## src/rtl/midi_encoder_if.sv

```systemverilog
// Message-in / byte-out handshake bundle for the MIDI encoder.
// The producer/consumer side uses master; the encoder uses slave.
interface midi_encoder_if;
  logic [7:0] msg_status;
  logic [6:0] msg_data1;
  logic [6:0] msg_data2;
  logic       msg_valid;
  logic       msg_ready;
  logic [7:0] data_out;
  logic       data_out_valid;
  logic       data_out_ready;
  logic       bad_status;

  modport master (
    output msg_status, msg_data1, msg_data2, msg_valid, data_out_ready,
    input  msg_ready, data_out, data_out_valid, bad_status
  );

  modport slave (
    input  msg_status, msg_data1, msg_data2, msg_valid, data_out_ready,
    output msg_ready, data_out, data_out_valid, bad_status
  );
endinterface

```

## src/rtl/midi_encoder.sv

```systemverilog
// MIDI message serializer: one parsed message in, status + 0-2 data bytes out,
// with optional running-status suppression of repeated channel status bytes.
module midi_encoder #(
  parameter bit RUNNING_STATUS = 1'b1
) (
  input logic           clock_50_000_000,
  input logic           reset,
  midi_encoder_if.slave bus
);

  typedef enum logic [2:0] {IDLE, STATUS, DATA1, DATA2, DONE} state_t;

  state_t     state, state_nxt;
  logic [7:0] status_q;
  logic [6:0] data1_q, data2_q;
  logic [1:0] len_q;
  logic [7:0] last_status, last_status_nxt;
  logic [7:0] data_out_nxt;
  logic       valid_nxt, bad_nxt, msg_ready_nxt;
  logic       accept, suppress;
  logic [1:0] in_len;

  // Wire length of a message; 0 marks an unsupported status byte.
  function automatic logic [1:0] msg_len(input logic [7:0] s);
    logic [1:0] n;
    n = 2'd0;
    if (s[7]) begin
      if (s < 8'hC0)      n = 2'd3;
      else if (s < 8'hE0) n = 2'd2;
      else if (s < 8'hF0) n = 2'd3;
      else begin
        case (s)
          8'hF1, 8'hF3: n = 2'd2;
          8'hF2:        n = 2'd3;
          8'hF6:        n = 2'd1;
          default:      n = (s >= 8'hF8) ? 2'd1 : 2'd0;
        endcase
      end
    end
    return n;
  endfunction

  function automatic logic is_channel(input logic [7:0] s);
    return s[7] && (s[7:4] != 4'hF);
  endfunction

  function automatic logic is_sys_common(input logic [7:0] s);
    return (s >= 8'hF1) && (s <= 8'hF6);
  endfunction

  assign accept   = bus.msg_valid && bus.msg_ready;
  assign in_len   = msg_len(bus.msg_status);
  assign suppress = RUNNING_STATUS && is_channel(bus.msg_status) &&
                    (bus.msg_status == last_status);

  always_comb begin
    state_nxt       = state;
    data_out_nxt    = bus.data_out;
    valid_nxt       = bus.data_out_valid;
    bad_nxt         = 1'b0;
    last_status_nxt = last_status;
    case (state)
      IDLE: begin
        if (accept) begin
          if (in_len == 2'd0) begin
            // Swallowed without touching the running-status register.
            state_nxt = DONE;
            bad_nxt   = 1'b1;
          end else begin
            if (is_channel(bus.msg_status))         last_status_nxt = bus.msg_status;
            else if (is_sys_common(bus.msg_status)) last_status_nxt = 8'h00;
            valid_nxt = 1'b1;
            if (suppress) begin
              state_nxt    = DATA1;
              data_out_nxt = {1'b0, bus.msg_data1};
            end else begin
              state_nxt    = STATUS;
              data_out_nxt = bus.msg_status;
            end
          end
        end
      end
      STATUS: begin
        if (bus.data_out_ready) begin
          if (len_q >= 2'd2) begin
            state_nxt    = DATA1;
            data_out_nxt = {1'b0, data1_q};
          end else begin
            state_nxt = DONE;
            valid_nxt = 1'b0;
          end
        end
      end
      DATA1: begin
        if (bus.data_out_ready) begin
          if (len_q == 2'd3) begin
            state_nxt    = DATA2;
            data_out_nxt = {1'b0, data2_q};
          end else begin
            state_nxt = DONE;
            valid_nxt = 1'b0;
          end
        end
      end
      DATA2: begin
        if (bus.data_out_ready) begin
          state_nxt = DONE;
          valid_nxt = 1'b0;
        end
      end
      DONE:    state_nxt = IDLE;
      default: begin
        state_nxt = IDLE;
        valid_nxt = 1'b0;
      end
    endcase
    msg_ready_nxt = (state_nxt == IDLE);
  end

  // Control and output registers; msg_ready stays low until the first edge after reset.
  always_ff @(posedge clock_50_000_000 or posedge reset) begin
    if (reset) begin
      state              <= IDLE;
      bus.msg_ready      <= 1'b0;
      bus.data_out_valid <= 1'b0;
      bus.data_out       <= 8'h00;
      bus.bad_status     <= 1'b0;
      last_status        <= 8'h00;
    end else begin
      state              <= state_nxt;
      bus.msg_ready      <= msg_ready_nxt;
      bus.data_out_valid <= valid_nxt;
      bus.data_out       <= data_out_nxt;
      bus.bad_status     <= bad_nxt;
      last_status        <= last_status_nxt;
    end
  end

  // Message capture; only read in states entered after an accept.
  always_ff @(posedge clock_50_000_000) begin
    if (accept) begin
      status_q <= bus.msg_status;
      data1_q  <= bus.msg_data1;
      data2_q  <= bus.msg_data2;
      len_q    <= in_len;
    end
  end

endmodule

```

## src/flat_wrapper.sv

```systemverilog
// flat-port wrapper written by rule: the top's interface ports become plain ports
module midi_encoder_flat 
#(
  parameter bit RUNNING_STATUS = 1'b1
)
  (clock_50_000_000, reset, bus_msg_status, bus_msg_data1, bus_msg_data2, bus_msg_valid, bus_data_out_ready, bus_msg_ready, bus_data_out, bus_data_out_valid, bus_bad_status);
  midi_encoder_if bus_i ();
  input logic clock_50_000_000;
  input logic reset;
  input wire logic [$bits(bus_i.msg_status)-1:0] bus_msg_status;
  input wire logic [$bits(bus_i.msg_data1)-1:0] bus_msg_data1;
  input wire logic [$bits(bus_i.msg_data2)-1:0] bus_msg_data2;
  input wire logic [$bits(bus_i.msg_valid)-1:0] bus_msg_valid;
  input wire logic [$bits(bus_i.data_out_ready)-1:0] bus_data_out_ready;
  output wire logic [$bits(bus_i.msg_ready)-1:0] bus_msg_ready;
  output wire logic [$bits(bus_i.data_out)-1:0] bus_data_out;
  output wire logic [$bits(bus_i.data_out_valid)-1:0] bus_data_out_valid;
  output wire logic [$bits(bus_i.bad_status)-1:0] bus_bad_status;
  assign bus_i.msg_status = bus_msg_status;
  assign bus_i.msg_data1 = bus_msg_data1;
  assign bus_i.msg_data2 = bus_msg_data2;
  assign bus_i.msg_valid = bus_msg_valid;
  assign bus_i.data_out_ready = bus_data_out_ready;
  assign bus_msg_ready = bus_i.msg_ready;
  assign bus_data_out = bus_i.data_out;
  assign bus_data_out_valid = bus_i.data_out_valid;
  assign bus_bad_status = bus_i.bad_status;
  midi_encoder #(.RUNNING_STATUS(RUNNING_STATUS)) u_core (.clock_50_000_000(clock_50_000_000), .reset(reset), .bus(bus_i));
endmodule
```

## config.mk

```make
export PLATFORM = sky130hd
export DESIGN_NAME = midi_encoder_flat
export DESIGN_NICKNAME = d
export VERILOG_FILES = /design/src/rtl/midi_encoder_if.sv /design/src/rtl/midi_encoder.sv /design/src/flat_wrapper.sv
export SDC_FILE = /design/constraint.sdc
export NUM_CORES = 1
export LEC_CHECK = 0
export CAP_MARGIN = 20
export CORE_MARGIN = 1.5
export CORE_UTILIZATION = 48
export CTS_BUF_LIST = sky130_fd_sc_hd__clkbuf_4
export DETAILED_ROUTE_END_ITERATION = 10
export GPL_ROUTABILITY_DRIVEN = 0
export PLACE_DENSITY = 0.78
export SLEW_MARGIN = 10
export SYNTH_ARGS = -nofsm -noshare
export SYNTH_HDL_FRONTEND = slang
export SYNTH_SLANG_ARGS = --single-unit
```

## constraint.sdc

```tcl
create_clock -name clock_50_000_000 -period 1.94 [get_ports clock_50_000_000]
set_input_delay 0.388 -clock clock_50_000_000 [delete_from_list [all_inputs] [get_ports clock_50_000_000]]
set_output_delay 0.388 -clock clock_50_000_000 [all_outputs]
set_load 0.02 [all_outputs]
```

# Word-level counts from Yosys, hierarchy flattened
# Index checks and enable logic that the tools add are counted.
dict set report classes {
  magnitude_cmp 7
  eq_ne 20
  mux 36
  bitwise_logic 2
  reduce_logical 13
}
# cell n
set ops {}
lappend ops {{8-bit two-way mux} 9}
lappend ops {{8-bit == test (second input constant)} 4}
lappend ops {{8-bit < comparator (second input constant)} 3}
lappend ops {{8-bit one-hot mux with 3 select lines} 1}
lappend ops {{3-bit two-way mux} 7}
lappend ops {{8-bit >= comparator (second input constant)} 2}
lappend ops {{2-bit inequality test (second input constant)} 6}
lappend ops {{3-bit one-hot mux with 4 select lines} 1}
lappend ops {{1-bit two-way mux} 11}
lappend ops {{2-bit two-way mux} 5}
lappend ops {{8-bit == test} 1}
lappend ops {{8-bit less-or-equal comparator (second input constant)} 1}
lappend ops {{8-bit AND reduction} 1}
lappend ops {{7-bit AND reduction} 1}
lappend ops {{3-bit by 2-bit == test with 1-bit output (second input constant)} 2}
lappend ops {{3-bit logical NOT} 2}
lappend ops {{2-bit by 1-bit inequality test with 1-bit output (second input constant)} 3}
lappend ops {{2-bit one-hot mux with 3 select lines} 1}
lappend ops {{1-bit one-hot mux with 5 select lines} 1}
lappend ops {{1-bit logical AND} 4}
lappend ops {{4-bit inequality test (second input constant)} 1}
lappend ops {{4-bit AND reduction} 1}
lappend ops {{3-bit by 1-bit == test with 1-bit output (second input constant)} 1}
lappend ops {{3-bit == test (second input constant)} 1}
lappend ops {{7 further kinds} 8}
dict set report totals {
  ff_bits 38
  input_bits 26
  out_inout_bits 11
  elab_cells 87
}

# Logic depth before layout (Yosys ltp)
dict set report logic_depth {
  depth_word 12
  depth_mapped 7
  depth_no_buf 5
}

# Least setup slack after synthesis
# No wires, ideal clock.
dict set report synth_timing {
  path_kind {register to register}
  start {register u_core.last_status[4]}
  end {register u_core.bus.data_out[1]}
  setup_time_ns 0.126
  arrival_ns 1.889
  required_time_ns 1.814
  setup_slack_ns -0.075
  stages_incl_launch_ff 7
  n_path_buf 1
  synth_period_minus_slack_ns 2.015
  cell_sequence {dfrtp_1 xor2_1 a211o_1 nor4_2 buf_6 mux2_1 a221o_1}
}
dict set report synth_via {
  elab_chain_cells 6
}
# item line
set synth_lines {}
lappend synth_lines {{from (decl)} midi_encoder.sv:17} ;# logic [7:0] last_status, last_status_nxt;
lappend synth_lines {{from (signal assigned)} midi_encoder.sv:135} ;# last_status <= last_status_nxt;
lappend synth_lines {{8-bit == test} midi_encoder.sv:54} ;# (bus.msg_status == last_status);
lappend synth_lines {{1-bit logical AND} midi_encoder.sv:53} ;# assign suppress = RUNNING_STATUS && is_channel(bus.msg_status) &&
lappend synth_lines {{8-bit two-way mux} midi_encoder.sv:73} ;# if (suppress) begin
lappend synth_lines {{8-bit two-way mux} midi_encoder.sv:65} ;# if (in_len == 2'd0) begin
lappend synth_lines {{8-bit two-way mux} midi_encoder.sv:64} ;# if (accept) begin
lappend synth_lines {{8-bit one-hot mux with 3 select lines} midi_encoder.sv:62} ;# case (state)
lappend synth_lines {{to (signal assigned)} midi_encoder.sv:133} ;# bus.data_out <= data_out_nxt;
lappend synth_lines {{to (decl)} midi_encoder_if.sv:21} ;# output msg_ready, data_out, data_out_valid, bad_status
# No other way between the ends. The select of a mux whose other input is x is not followed.
# A chain may end at the register's enable or synchronous reset.

# Worst setup path in the final report
dict set report layout_timing {
  start {input port bus_msg_status[6]}
  end {register u_core.bus.data_out[6]}
}
dict set report layout_via {
  elab_chain_cells 10
  word_cells_on_any_way 26
  classes_between {4 x order compare; 7 x eq/ne; 10 x mux; 5 x reduce/logical}
}
# item line
set layout_lines {}
lappend layout_lines {{from (decl)} flat_wrapper.sv:10} ;# input wire logic [$bits(bus_i.msg_status)-1:0] bus_msg_status;
lappend layout_lines {{8-bit >= comparator / 8-bit == test (equally long branches)} {midi_encoder.sv:36, midi_encoder.sv:32}}
lappend layout_lines {{1-bit two-way mux / 2-bit OR reduction (equally long branches)} {midi_encoder.sv:36, midi_encoder.sv:32}}
lappend layout_lines {{2-bit one-hot mux with 3 select lines} midi_encoder.sv:32} ;# case (s)
lappend layout_lines {{2-bit two-way mux} midi_encoder.sv:30} ;# else if (s < 8'hF0) n = 2'd3;
lappend layout_lines {{2-bit two-way mux} midi_encoder.sv:29} ;# else if (s < 8'hE0) n = 2'd2;
lappend layout_lines {{2-bit two-way mux} midi_encoder.sv:28} ;# if (s < 8'hC0) n = 2'd3;
lappend layout_lines {{2-bit two-way mux} midi_encoder.sv:27} ;# if (s[7]) begin
lappend layout_lines {{2-bit logical NOT} midi_encoder.sv:65}
lappend layout_lines {{2-bit inequality test (no source line)} n/a}
lappend layout_lines {{7-bit AND reduction (no source line)} n/a}
# Parallel ways exist; a longest one is shown, timed or not. The select of a mux whose other input is x is not followed.

==> results.toml <==
[sta]
finClkSkew_ps = 23.37
post-route-period-util_pct = 103.8
fmax_mhz = 496.8
setup_tns_ps = -335.1
slew_headroom_pct = 60.26
setup-violations-final = 5
grt_setup_unrepaired = "true"
fin_ws_ps = -73.08
hold_violations = 0
worst_pin_slew_ps = 594.9
min_period_ps = 2013
maxSlewViolCount = 0
whs_ps = 353.7

[logic_synthesis]
synth_area_leaders = "dfrtp_1, edfxtp_1, a22oi_1"
ys_ff_latch = 38
synth_seq_area_share_pct = 54.86
yosysWarnings = 0
post-synth-top-count-cell = "dfrtp_1"
yosysTopAreaCell = "dfrtp_1"
synth_top_cells_by_count = "dfrtp_1, edfxtp_1, nor2_1, a21oi_1, a22oi_1"
avgSynthCellArea_sq_um = 11.82
async_reset_ff_share_pct = 57.89
ys.flop_type = "dfrtp_1"
synth_nets = 185
netlist_area_sq_mm = 0.001879
synth_edf_count = 16
synthCells = 159
synth_cell_type_count = 52
synth.top_cell.area_share_pct = 29.29

[finish]
n_antenna_cell = 0
drive_above_1_share_pct = 25.55
multi_input_area_sq_um = 838.3
nFillCells = 264
final_core_util_pct = 70.17
nNetsFinal = 252
register_area_sq_mm = 0.001031
syn_to_final_growth_pct = 38.75

[die]
die_h_um = 65.57
dieArea_sq_mm = 0.004299
ios = 37
rows = 22
start_util_pct = 50.57
core_sq_mm = 0.003716
die_w_um = 65.57

[clocking]
cts.sink_count = 38
cts_buffers = 5
postCtsHoldBufs = 0
clk_latency_ps = 350
path_clk_slew_ps = 130
root_buffer = "clkbuf_4"
cts_tree = "built"
h-tree-depth = 2
cts_buffer_depth = 2

[detailed_routing]
vias = 1569
drtAntennaViolNets = 0
wl_per_cell_um = 16.96
drc = 0
drt_wl_total_um = 4664
viasPerCell = 5.705
drtIter0Drc = 113
firstDrtPassIters = 4

[grt]
grt_max_degree = 23
first_global_vias = 1571
grt-ovfl-total = 0
grt_use_total_pct = 24.06
antenna_found_initial = 0
grt_pass1_wl_um = 7693

[worst_setup_path]
end_kind = "flip-flop"
critPathLaunchType = "input port"
critPathKind = "in2reg"
crit_arrival_ps = 2240
cp_max_fo = 2
required_ps = 2160

[status]
violations = "setup timing"
status = "complete, but fails checks"

[placement]
dp_slack_ps = -685.4
dp_hpwl_um = 3430
io_buffers = 36

[flow_run]
cap_violations = 0

[power_and_ir_drop]
vdd_ir_drop_max_v = 0.0006304
power_leakage_nw = 1.108
power_density_mw_per_mm2 = 1201

[hold_path]
min_path_type = "in2async"
## metal layers
metal | GRT usage (%) | wire, um | vias to the layer above
met5 | 0 | 0 | -
met3 | 5.308 | 241 | 6
met4 | 8.594 | 47 | 0
met2 | 39.80 | 2467 | 53
met1 | 31.18 | 1907 | 764
li1 | - | - | 746
## area by class of cell
type,instances,share of cell area (%)
Sequential cell,38,39.54
Clock buffer,5,1.440
Timing Repair Buffer,68,23.37
Multi-Input combinational cell,109,32.15
Clock inverter,3,0.6238
Tap cell,48,2.303
Inverter,4,0.5758
## cells by family after synthesis
kind of cell / Yosys count / synth area share (%)
AO/OA/AOI/OAI: 45 / 17.78
XOR/XNOR: 6 / 2.797
buffers and inverters: 12 / 3.728
flip-flops: 38 / 54.86
multiplexers: 5 / 2.996
AND/OR/NAND/NOR: 53 / 17.84
## report_power, final
group | total, mW | internal [mW] | leakage (nW) | switching (mW)
combinational | 1.47 | 0.732 | 0.650 | 0.733
sequential | 1.26 | 1.10 | 0.429 | 0.154
clock | 0.411 | 0.135 | 0.0286 | 0.276
## worst paths after layout
path,to,startpoint,cells past startpoint,slack (ps)
min in group clock_50_000_000,u_core.last_status[5],bus_msg_status[5],2,430
worst min-delay path,u_core.bus.data_out[3],reset,3,350
worst max-delay path,u_core.bus.data_out[6],bus_msg_status[6],7,-70
worst min register to register,u_core.bus.data_out[7],u_core.bus.data_out[7],1,510
worst max register to register,u_core.bus.data_out[6],u_core.last_status[0],6,-60
max in group asynchronous,u_core.bus.data_out[4],reset,3,1340
## registers in the layout, summed over array words and instances (netlist names)
register,flops
u_core.data2_q,7
u_core.last_status,8
u_core.data1_q,7
u_core.state,3
u_core.bus.msg_ready,1
u_core.bus.bad_status,1
u_core.bus.data_out_valid,1
u_core.bus.data_out,8
u_core.len_q,2
## cells in the final DEF, fill, tap and decap left out, types with 4 or more instances in the layout
cell type and n:
clkbuf_4 5, nor4_1 5, a21oi_1 8, o21ai_0 6
nand2_1 6, a22o_1 6, buf_4 31, a221o_1 5
mux2_4 5, nand3_1 4, clkdlybuf4s50_1 31, edfxtp_1 16
a22oi_1 7, nor2_1 9, dfrtp_1 22
## metrics by stage
step | cell area [sq um] | instances | power [mW]
global placement | 2485 | 262 | 2.589
finish | 2608 | 275 | 3.133
floorplan | 1917 | 159 | 2.092
global route | 2608 | 275 | 3.314
detailed placement | 2485 | 262 | 2.653
CTS | 2574 | 274 | 3.096
## critical path, cell delays in order
cell,delay (ps)
clkdlybuf4s50_1,520
inv_2,60
a211o_1,300
nor4_4,210
buf_4,180
mux2_4,280
a221o_1,290
## timing repair
| action | in CTS | in global routing |
|---|---|---|
| gates resized for setup | 6 | 6 |
| setup endpoints to repair | 15 | 8 |
| pin swaps | 3 | 2 |
| gates cloned | 0 | 0 |
| setup buffers | 4 | 1 |
Power figures use the tool's default switching activity.
